<file path="src/rtl/micro_dbg_pkg.sv">
// Shared types for the micro-core debug controls: execution states and request arbitration.
// Latency: none (types, constants and a pure function).
// Backpressure: none; requests are single-cycle ticks that are either taken or dropped.
package micro_dbg_pkg;

    localparam int STATE_W = 3;

    typedef enum logic [STATE_W-1:0] {
        ST_HALT  = 3'd0,
        ST_STEP  = 3'd1,
        ST_NSTEP = 3'd2,
        ST_RUN   = 3'd3,
        ST_SRST  = 3'd4
    } exec_state_t;

    typedef enum logic [2:0] {
        REQ_NONE,
        REQ_SRST,
        REQ_HALT,
        REQ_STEP,
        REQ_NSTEP,
        REQ_RUN
    } exec_req_t;

    // Priority when several ticks coincide: srst > halt > step > nstep > run.
    function automatic exec_req_t pick_req(input logic srst, input logic halt,
                                           input logic step, input logic nstep,
                                           input logic run);
        exec_req_t r;
        r = REQ_NONE;
        if (run)   r = REQ_RUN;
        if (nstep) r = REQ_NSTEP;
        if (step)  r = REQ_STEP;
        if (halt)  r = REQ_HALT;
        if (srst)  r = REQ_SRST;
        return r;
    endfunction

endpackage

</file>
<file path="src/rtl/micro_exec_ctl_rate_div.sv">
// Loadable period counter: counts 0..period-1 while enabled and flags the last count.
// Latency: tick is a decode of the counter register; a load takes effect on the next cycle.
// Backpressure: none; en simply freezes the count.
module micro_exec_ctl_rate_div #(
    parameter int DIV_W = 24
) (
    input  logic             clk,
    input  logic             rst_n,
    input  logic             load,
    input  logic             en,
    input  logic [DIV_W-1:0] period_in,
    output logic             tick
);

    logic [DIV_W-1:0] period_q, period_d;
    logic [DIV_W-1:0] cnt_q, cnt_d;

    assign tick = en && (cnt_q == period_q - DIV_W'(1));

    // Load clamps a zero period to 1 so the wrap compare is always reachable.
    always_comb begin
        period_d = period_q;
        cnt_d    = cnt_q;
        if (load) begin
            period_d = (period_in == '0) ? DIV_W'(1) : period_in;
            cnt_d    = '0;
        end else if (en) begin
            cnt_d = tick ? '0 : cnt_q + DIV_W'(1);
        end
    end

    // Period and count registers.
    always_ff @(posedge clk or negedge rst_n) begin
        if (!rst_n) begin
            period_q <= DIV_W'(1);
            cnt_q    <= '0;
        end else begin
            period_q <= period_d;
            cnt_q    <= cnt_d;
        end
    end

endmodule

</file>
<file path="src/rtl/micro_exec_ctl.sv">
// Execution controller for the micro core: halt / single-step / N-step / paced run, PC breakpoint, soft reset.
// Latency: tick to first pc_en is 1 cycle (RUN: period cycles after entry); all outputs decode registers.
// Backpressure: none; ticks not accepted in the current state are dropped.
module micro_exec_ctl
    import micro_dbg_pkg::*;
#(
    parameter int PC_W    = 16,
    parameter int CNT_W   = 16,
    parameter int DIV_W   = 24,
    parameter int RST_CYC = 4
) (
    input  logic               clk,
    input  logic               rst,
    input  logic               step_tick,
    input  logic               run_tick,
    input  logic               nstep_tick,
    input  logic               halt_tick,
    input  logic               srst_tick,
    input  logic [CNT_W-1:0]   nstep_cnt,
    input  logic [DIV_W-1:0]   run_div,
    input  logic               bp_en,
    input  logic [PC_W-1:0]    bp_addr,
    input  logic [PC_W-1:0]    core_pc,
    output logic               pc_en,
    output logic               core_rst,
    output logic               halted,
    output logic               bp_hit,
    output logic [CNT_W-1:0]   steps_left,
    output logic [STATE_W-1:0] state_o
);

    localparam int RC_W = (RST_CYC > 1) ? $clog2(RST_CYC) : 1;

    exec_state_t      state_q, state_d;
    logic [CNT_W-1:0] steps_left_q, steps_left_d;
    logic             bp_hit_q, bp_hit_d;
    logic             bp_arm_q, bp_arm_d;   // set once the mode has issued a pulse
    logic             phase_q, phase_d;     // NSTEP: 0 = pulse cycle, 1 = gap cycle
    logic [RC_W-1:0]  rst_cnt_q, rst_cnt_d;

    exec_req_t        req;
    logic             pc_en_w;
    logic             bp_trip;
    logic             div_tick;
    logic             div_load;

    micro_exec_ctl_rate_div #(.DIV_W(DIV_W)) u_rate_div (
        .clk       (clk),
        .rst_n     (rst),
        .load      (div_load),
        .en        (state_q == ST_RUN),
        .period_in (run_div),
        .tick      (div_tick)
    );

    // A zero-length N-step request is treated as no request at all.
    assign req = pick_req(srst_tick, halt_tick, step_tick,
                          nstep_tick && (nstep_cnt != '0), run_tick);

    assign pc_en_w = (state_q == ST_STEP)
                   || ((state_q == ST_NSTEP) && !phase_q)
                   || ((state_q == ST_RUN) && div_tick);

    // Compare only in non-pulse cycles so core_pc has settled, and only after
    // the first pulse so execution can resume from a PC sitting on the breakpoint.
    assign bp_trip = bp_en && (core_pc == bp_addr) && !pc_en_w && bp_arm_q
                   && ((state_q == ST_NSTEP) || (state_q == ST_RUN));

    assign pc_en      = pc_en_w;
    assign core_rst   = (state_q == ST_SRST);
    assign halted     = (state_q == ST_HALT);
    assign bp_hit     = bp_hit_q;
    assign steps_left = steps_left_q;
    assign state_o    = state_q;

    // Next-state and counter updates.
    always_comb begin
        state_d      = state_q;
        steps_left_d = steps_left_q;
        bp_hit_d     = bp_hit_q;
        bp_arm_d     = bp_arm_q || pc_en_w;
        phase_d      = phase_q;
        rst_cnt_d    = rst_cnt_q;
        div_load     = 1'b0;

        if (req == REQ_SRST) begin
            state_d      = ST_SRST;
            rst_cnt_d    = '0;
            steps_left_d = '0;
        end else begin
            case (state_q)
                ST_HALT: begin
                    case (req)
                        REQ_STEP: begin
                            state_d  = ST_STEP;
                            bp_hit_d = 1'b0;
                        end
                        REQ_NSTEP: begin
                            state_d      = ST_NSTEP;
                            steps_left_d = nstep_cnt;
                            phase_d      = 1'b0;
                            bp_arm_d     = 1'b0;
                            bp_hit_d     = 1'b0;
                        end
                        REQ_RUN: begin
                            state_d  = ST_RUN;
                            div_load = 1'b1;
                            bp_arm_d = 1'b0;
                            bp_hit_d = 1'b0;
                        end
                        default: ;
                    endcase
                end
                ST_STEP: begin
                    state_d = ST_HALT;
                end
                ST_NSTEP: begin
                    phase_d = !phase_q;
                    if (pc_en_w && (steps_left_q != '0)) begin
                        steps_left_d = steps_left_q - CNT_W'(1);
                    end
                    if (req == REQ_HALT) begin
                        state_d = ST_HALT;
                    end else if (pc_en_w && (steps_left_q <= CNT_W'(1))) begin
                        state_d = ST_HALT;
                    end else if (bp_trip) begin
                        state_d  = ST_HALT;
                        bp_hit_d = 1'b1;
                    end
                end
                ST_RUN: begin
                    if (req == REQ_HALT) begin
                        state_d = ST_HALT;
                    end else if (bp_trip) begin
                        state_d  = ST_HALT;
                        bp_hit_d = 1'b1;
                    end
                end
                ST_SRST: begin
                    steps_left_d = '0;
                    if (rst_cnt_q == RC_W'(RST_CYC - 1)) begin
                        state_d = ST_HALT;
                    end else begin
                        rst_cnt_d = rst_cnt_q + RC_W'(1);
                    end
                end
                default: begin
                    state_d = ST_HALT;
                end
            endcase
        end
    end

    // State and counter registers.
    always_ff @(posedge clk or negedge rst) begin
        if (!rst) begin
            state_q      <= ST_HALT;
            steps_left_q <= '0;
            bp_hit_q     <= 1'b0;
            bp_arm_q     <= 1'b0;
            phase_q      <= 1'b0;
            rst_cnt_q    <= '0;
        end else begin
            state_q      <= state_d;
            steps_left_q <= steps_left_d;
            bp_hit_q     <= bp_hit_d;
            bp_arm_q     <= bp_arm_d;
            phase_q      <= phase_d;
            rst_cnt_q    <= rst_cnt_d;
        end
    end

endmodule

</file>
<file path="config.mk">
export PLATFORM = sky130hd
export DESIGN_NAME = micro_exec_ctl
export DESIGN_NICKNAME = d
export VERILOG_FILES = /design/src/rtl/micro_dbg_pkg.sv /design/src/rtl/micro_exec_ctl_rate_div.sv /design/src/rtl/micro_exec_ctl.sv
export SDC_FILE = /design/constraint.sdc
export NUM_CORES = 1
export LEC_CHECK = 0
export ABC_AREA = 0
export ABC_CLOCK_PERIOD_IN_PS = 6600
export CORE_MARGIN = 2
export CORE_UTILIZATION = 40
export CTS_BUF_LIST = sky130_fd_sc_hd__clkbuf_16
export CTS_CLUSTER_SIZE = 14
export DETAILED_ROUTE_END_ITERATION = 8
export PLACE_DENSITY_LB_ADDON = 0.2
export SLEW_MARGIN = 10
export SYNTH_ARGS = -nofsm -noshare
export SYNTH_HDL_FRONTEND = slang
export SYNTH_HIERARCHICAL = 1
export SYNTH_SLANG_ARGS = --single-unit
</file>
<file path="constraint.sdc">
create_clock -name clk -period 6.6 [get_ports clk]
set_input_delay 0.99 -clock clk [delete_from_list [all_inputs] [get_ports clk]]
set_output_delay 0.99 -clock clk [all_outputs]
set_load 0.005 [all_outputs]
</file>
==> run_results.csv <==
group,metric,value,unit
place,place_congestion,0.941,
yosys,ys_ff_latch,72,
route,routed_wl,14.8,mm
finish,layout_common_cells,"clkdlybuf4s50_1, dfrtp_1, nor2_1",
pwr,power.internal,1.26,mW
timing,period_minus_slack,5290,ps
timing,grt_setup_unrepaired,"false",
pwr,power_frac_seq,0.355,
timing,worst_pin_slew,1160,ps
global_routing,grt_usage,0.215,
route,wl_per_cell,17.7,um
route,antenna_left,0,
floorplanning,pin_count,103,
timing,slew_headroom,0.227,
floorplanning,start_util,0.407,
global_routing,grt_max_degree,73,
timing,finalCritPeriodShare,0.802,
global_routing,grtUsageMet1,0.263,
min_path,min_path_cells,1,
critical_path,reg2reg_depth,14,
critical_path,crit_path_max_incr_delay,580,ps
yosys,synth_cell_types,87,
timing,setup-tns-final,0,ps
global_routing,grt_pass1_wl,24.8,mm
critical_path,cp.arrival,4300,ps
finish,n_antenna_cell,0,
critical_path,required,5610,ps
route,viasPerCell,5.86,
cts,htree_levels,3,
critical_path,critPathBufInv,2,
min_path,min-delay-start,"bp_arm_q",
critical_path,reg2reg_to,"state_o[1]",
min_path,holdPathEnd,"bp_arm_q",
pwr,ir_drop,167,uV
pwr,p_leak,2.53,nW
global_routing,globalRoute.totalOverflow,0,
yosys,async_reset_ff_frac,1.00,
yosys,yosys_warnings,6,
cts,clkLatencyLatePin,350,ps
floorplanning,fp.dieH,120,um
yosys,avgSynthCellArea,9.46,um^2
yosys,synth_flop_cell,"dfrtp_1",
finish,nets,740,
critical_path,crit_top_cell,"nor3b_1",
cts,cts.sink_count,72,
yosys,synth_seq_area_share,0.336,
cts,cts_hold_buf,0,
place,place_area,0.00645,mm^2
yosys,synthesis.area,0.00536,mm^2
cts,ctsResizeCount,0,
critical_path,startpoint_type,"register",
finish,nFillCells,1207,
global_routing,grt.busiest_layer,"met2",
critical_path,worstSetupEndpointType,"output port",
timing,maxSlewViolCount,0,
finish,fin_util,0.511,
critical_path,slowest_stage,"clkdlybuf4s50_1",
critical_path,reg2reg_slack,2600,ps
place,io_buffers,102,
cts,clkTransAtPathRegs,60,ps
floorplanning,die_w,120,um
timing,hold_violations,0,
global_routing,antenna_found_initial,0,
place,hpwl,11.0,mm
yosys,synthTopCellsByArea,"dfrtp_1, xnor2_1, xor2_1",
route,first_iter_violations,347,
pwr,power.net_switching,0.868,mW
cts,numCtsBuffers,9,
min_path,hold_class,"reg -> reg",
route,dr.pass1.iters,5,
critical_path,critical_path_class,"reg -> out",
finish,final_common_cell,"clkdlybuf4s50_1",
yosys,yosys.area.top_type,"dfrtp_1",
global_routing,grt_use_met3,0.0637,
yosys,synth_top_cell_area_share,0.331,
critical_path,regToRegStartpoint,"u_rate_div/period_q[1]",
route,routed-via-count,4889,
run_status,outcome,"completed",
critical_path,cp_max_fo,5,
finish,syn2layout_area_growth,25.8,%
yosys,syn-num-nets,653,
job,drv_cap,0,
floorplanning,dieArea,0.0143,mm^2
pwr,power_frac_comb,0.418,
timing,setup_viol,0,
cts,cts_tree,"done",
pwr,swShare,0.408,
floorplanning,rows,42,
route,drc_errors,0,
pwr,cellPowerDensity,316,mW/mm^2
global_routing,grt_util_met2,0.363,
critical_path,crit_family,"simple AND/OR/NAND/NOR gates",
finish,drive_above_1_share,0.141,
timing,max_freq,0.189,GHz
floorplanning,coreArea,0.0132,mm^2
global_routing,grt_pass1_vias,4974,
yosys,synthesis.instances,567,
cts,clockBufferDepth,2,
timing,clock_skew,6.95,ps
pwr,p_clk_frac,0.227,
yosys,synth-edff-count,0,
critical_path,path_cells,"inv_1 -> ha_1 -> nor3b_1 -> nand2_1 -> or4_1 -> o2111ai_1 -> a21oi_2 -> nor4bb_1 -> nor3b_1 -> nor2b_1 -> o31ai_1 -> clkdlybuf4s50_1",
cts,cts_root_buf,"clkbuf_16",
finish,design_area,0.00674,mm^2
cts,post-cts-setup-buffer-count,0,
per-layer routing:
metal,vias to the layer above,part of all wire,wire length (um)
li1,2325,-,-
met1,2368,0.42,6180
met2,165,0.50,7340
met3,31,0.066,977
met4,0,0.020,302
met5,-,0,0
through the flow:
step / instances / power [mW] / hold slack, ps / setup WS [ps]
2_1_floorplan: 567 / 1.38 / 464 / 2880
3_5_place_dp: 819 / 1.64 / 482 / 1700
5_1_grt: 835 / 2.27 / 510 / 1060
3_3_place_gp: 819 / 1.61 / 482 / 1920
4_1_cts: 835 / 2.13 / 496 / 1320
6_report: 835 / 2.13 / 492 / 1310
cell families after synthesis:
family | after synthesis | synth area share
flip-flops | 72 | 0.336
AO/OA/AOI/OAI | 116 | 0.164
XOR/XNOR | 62 | 0.104
adder cells (fa/ha/maj) | 6 | 0.0140
buffers and inverters | 45 | 0.0436
multiplexers | 23 | 0.0481
AND/OR/NAND/NOR | 243 | 0.290
power by group through the flow:
stage,combinational [mW],sequential (mW),clock [mW]
5_1_grt,0.973,0.780,0.517
6_report,0.890,0.756,0.485
4_1_cts,0.882,0.753,0.497
3_3_place_gp,0.862,0.752,0
3_5_place_dp,0.879,0.758,0
2_1_floorplan,0.702,0.680,0
final cells by class:
cell class,instances,area [um^2],area share
clock buffers,9,225,0.0334
clock inverters,7,63.8,0.00946
inverters,16,60.1,0.00891
multi-input cells,450,3330,0.494
flip-flops and latches,72,1800,0.267
well taps,176,220,0.0327
repair buffers,105,1040,0.154
synthesized netlist by cell type (all sizes together), types with 16 or more instances:
library cell / instances
o21ai: 17
xnor2: 31
nor4: 17
inv: 16
xor2: 30
nand2: 21
a21oi: 18
nor2: 47
dfrtp: 71
mux2: 22
nand3: 19
nor3: 46
worst max path at each step:
stage,start,end,slack [ps],cells after the start
2_1_floorplan,u_rate_div/period_q[14],pc_en,2880,9
3_3_place_gp,u_rate_div/period_q[1],pc_en,1920,12
3_5_place_dp,u_rate_div/period_q[1],pc_en,1700,12
4_1_cts,u_rate_div/period_q[1],pc_en,1320,12
5_1_grt,u_rate_div/period_q[1],pc_en,1060,12
6_report,u_rate_div/period_q[1],pc_en,1310,12
state kept, by name, indices dropped and copies added (netlist names):
register / flops
u_rate_div/cnt_q: 24
u_rate_div/period_q: 24
steps_left: 16
state_o: 3
rst_cnt_q: 2
bp_arm_q: 1
bp_hit: 1
phase_q: 1
worst reg2reg max path, cell delays in order, from the launching register on:
cell       delay [ps]
dfrtp_1           410
inv_1              90
ha_1              200
nor3b_1           530
nand2_1           190
nor3_1            360
o2111ai_1         200
a21oi_2           290
nor4bb_1          130
nor3b_1           180
nor2b_1           140
o31ai_1           110
or4_1             550
nor3_1            350
o21ai_0           150
No activity file was read; power rests on OpenSTA's default activity.
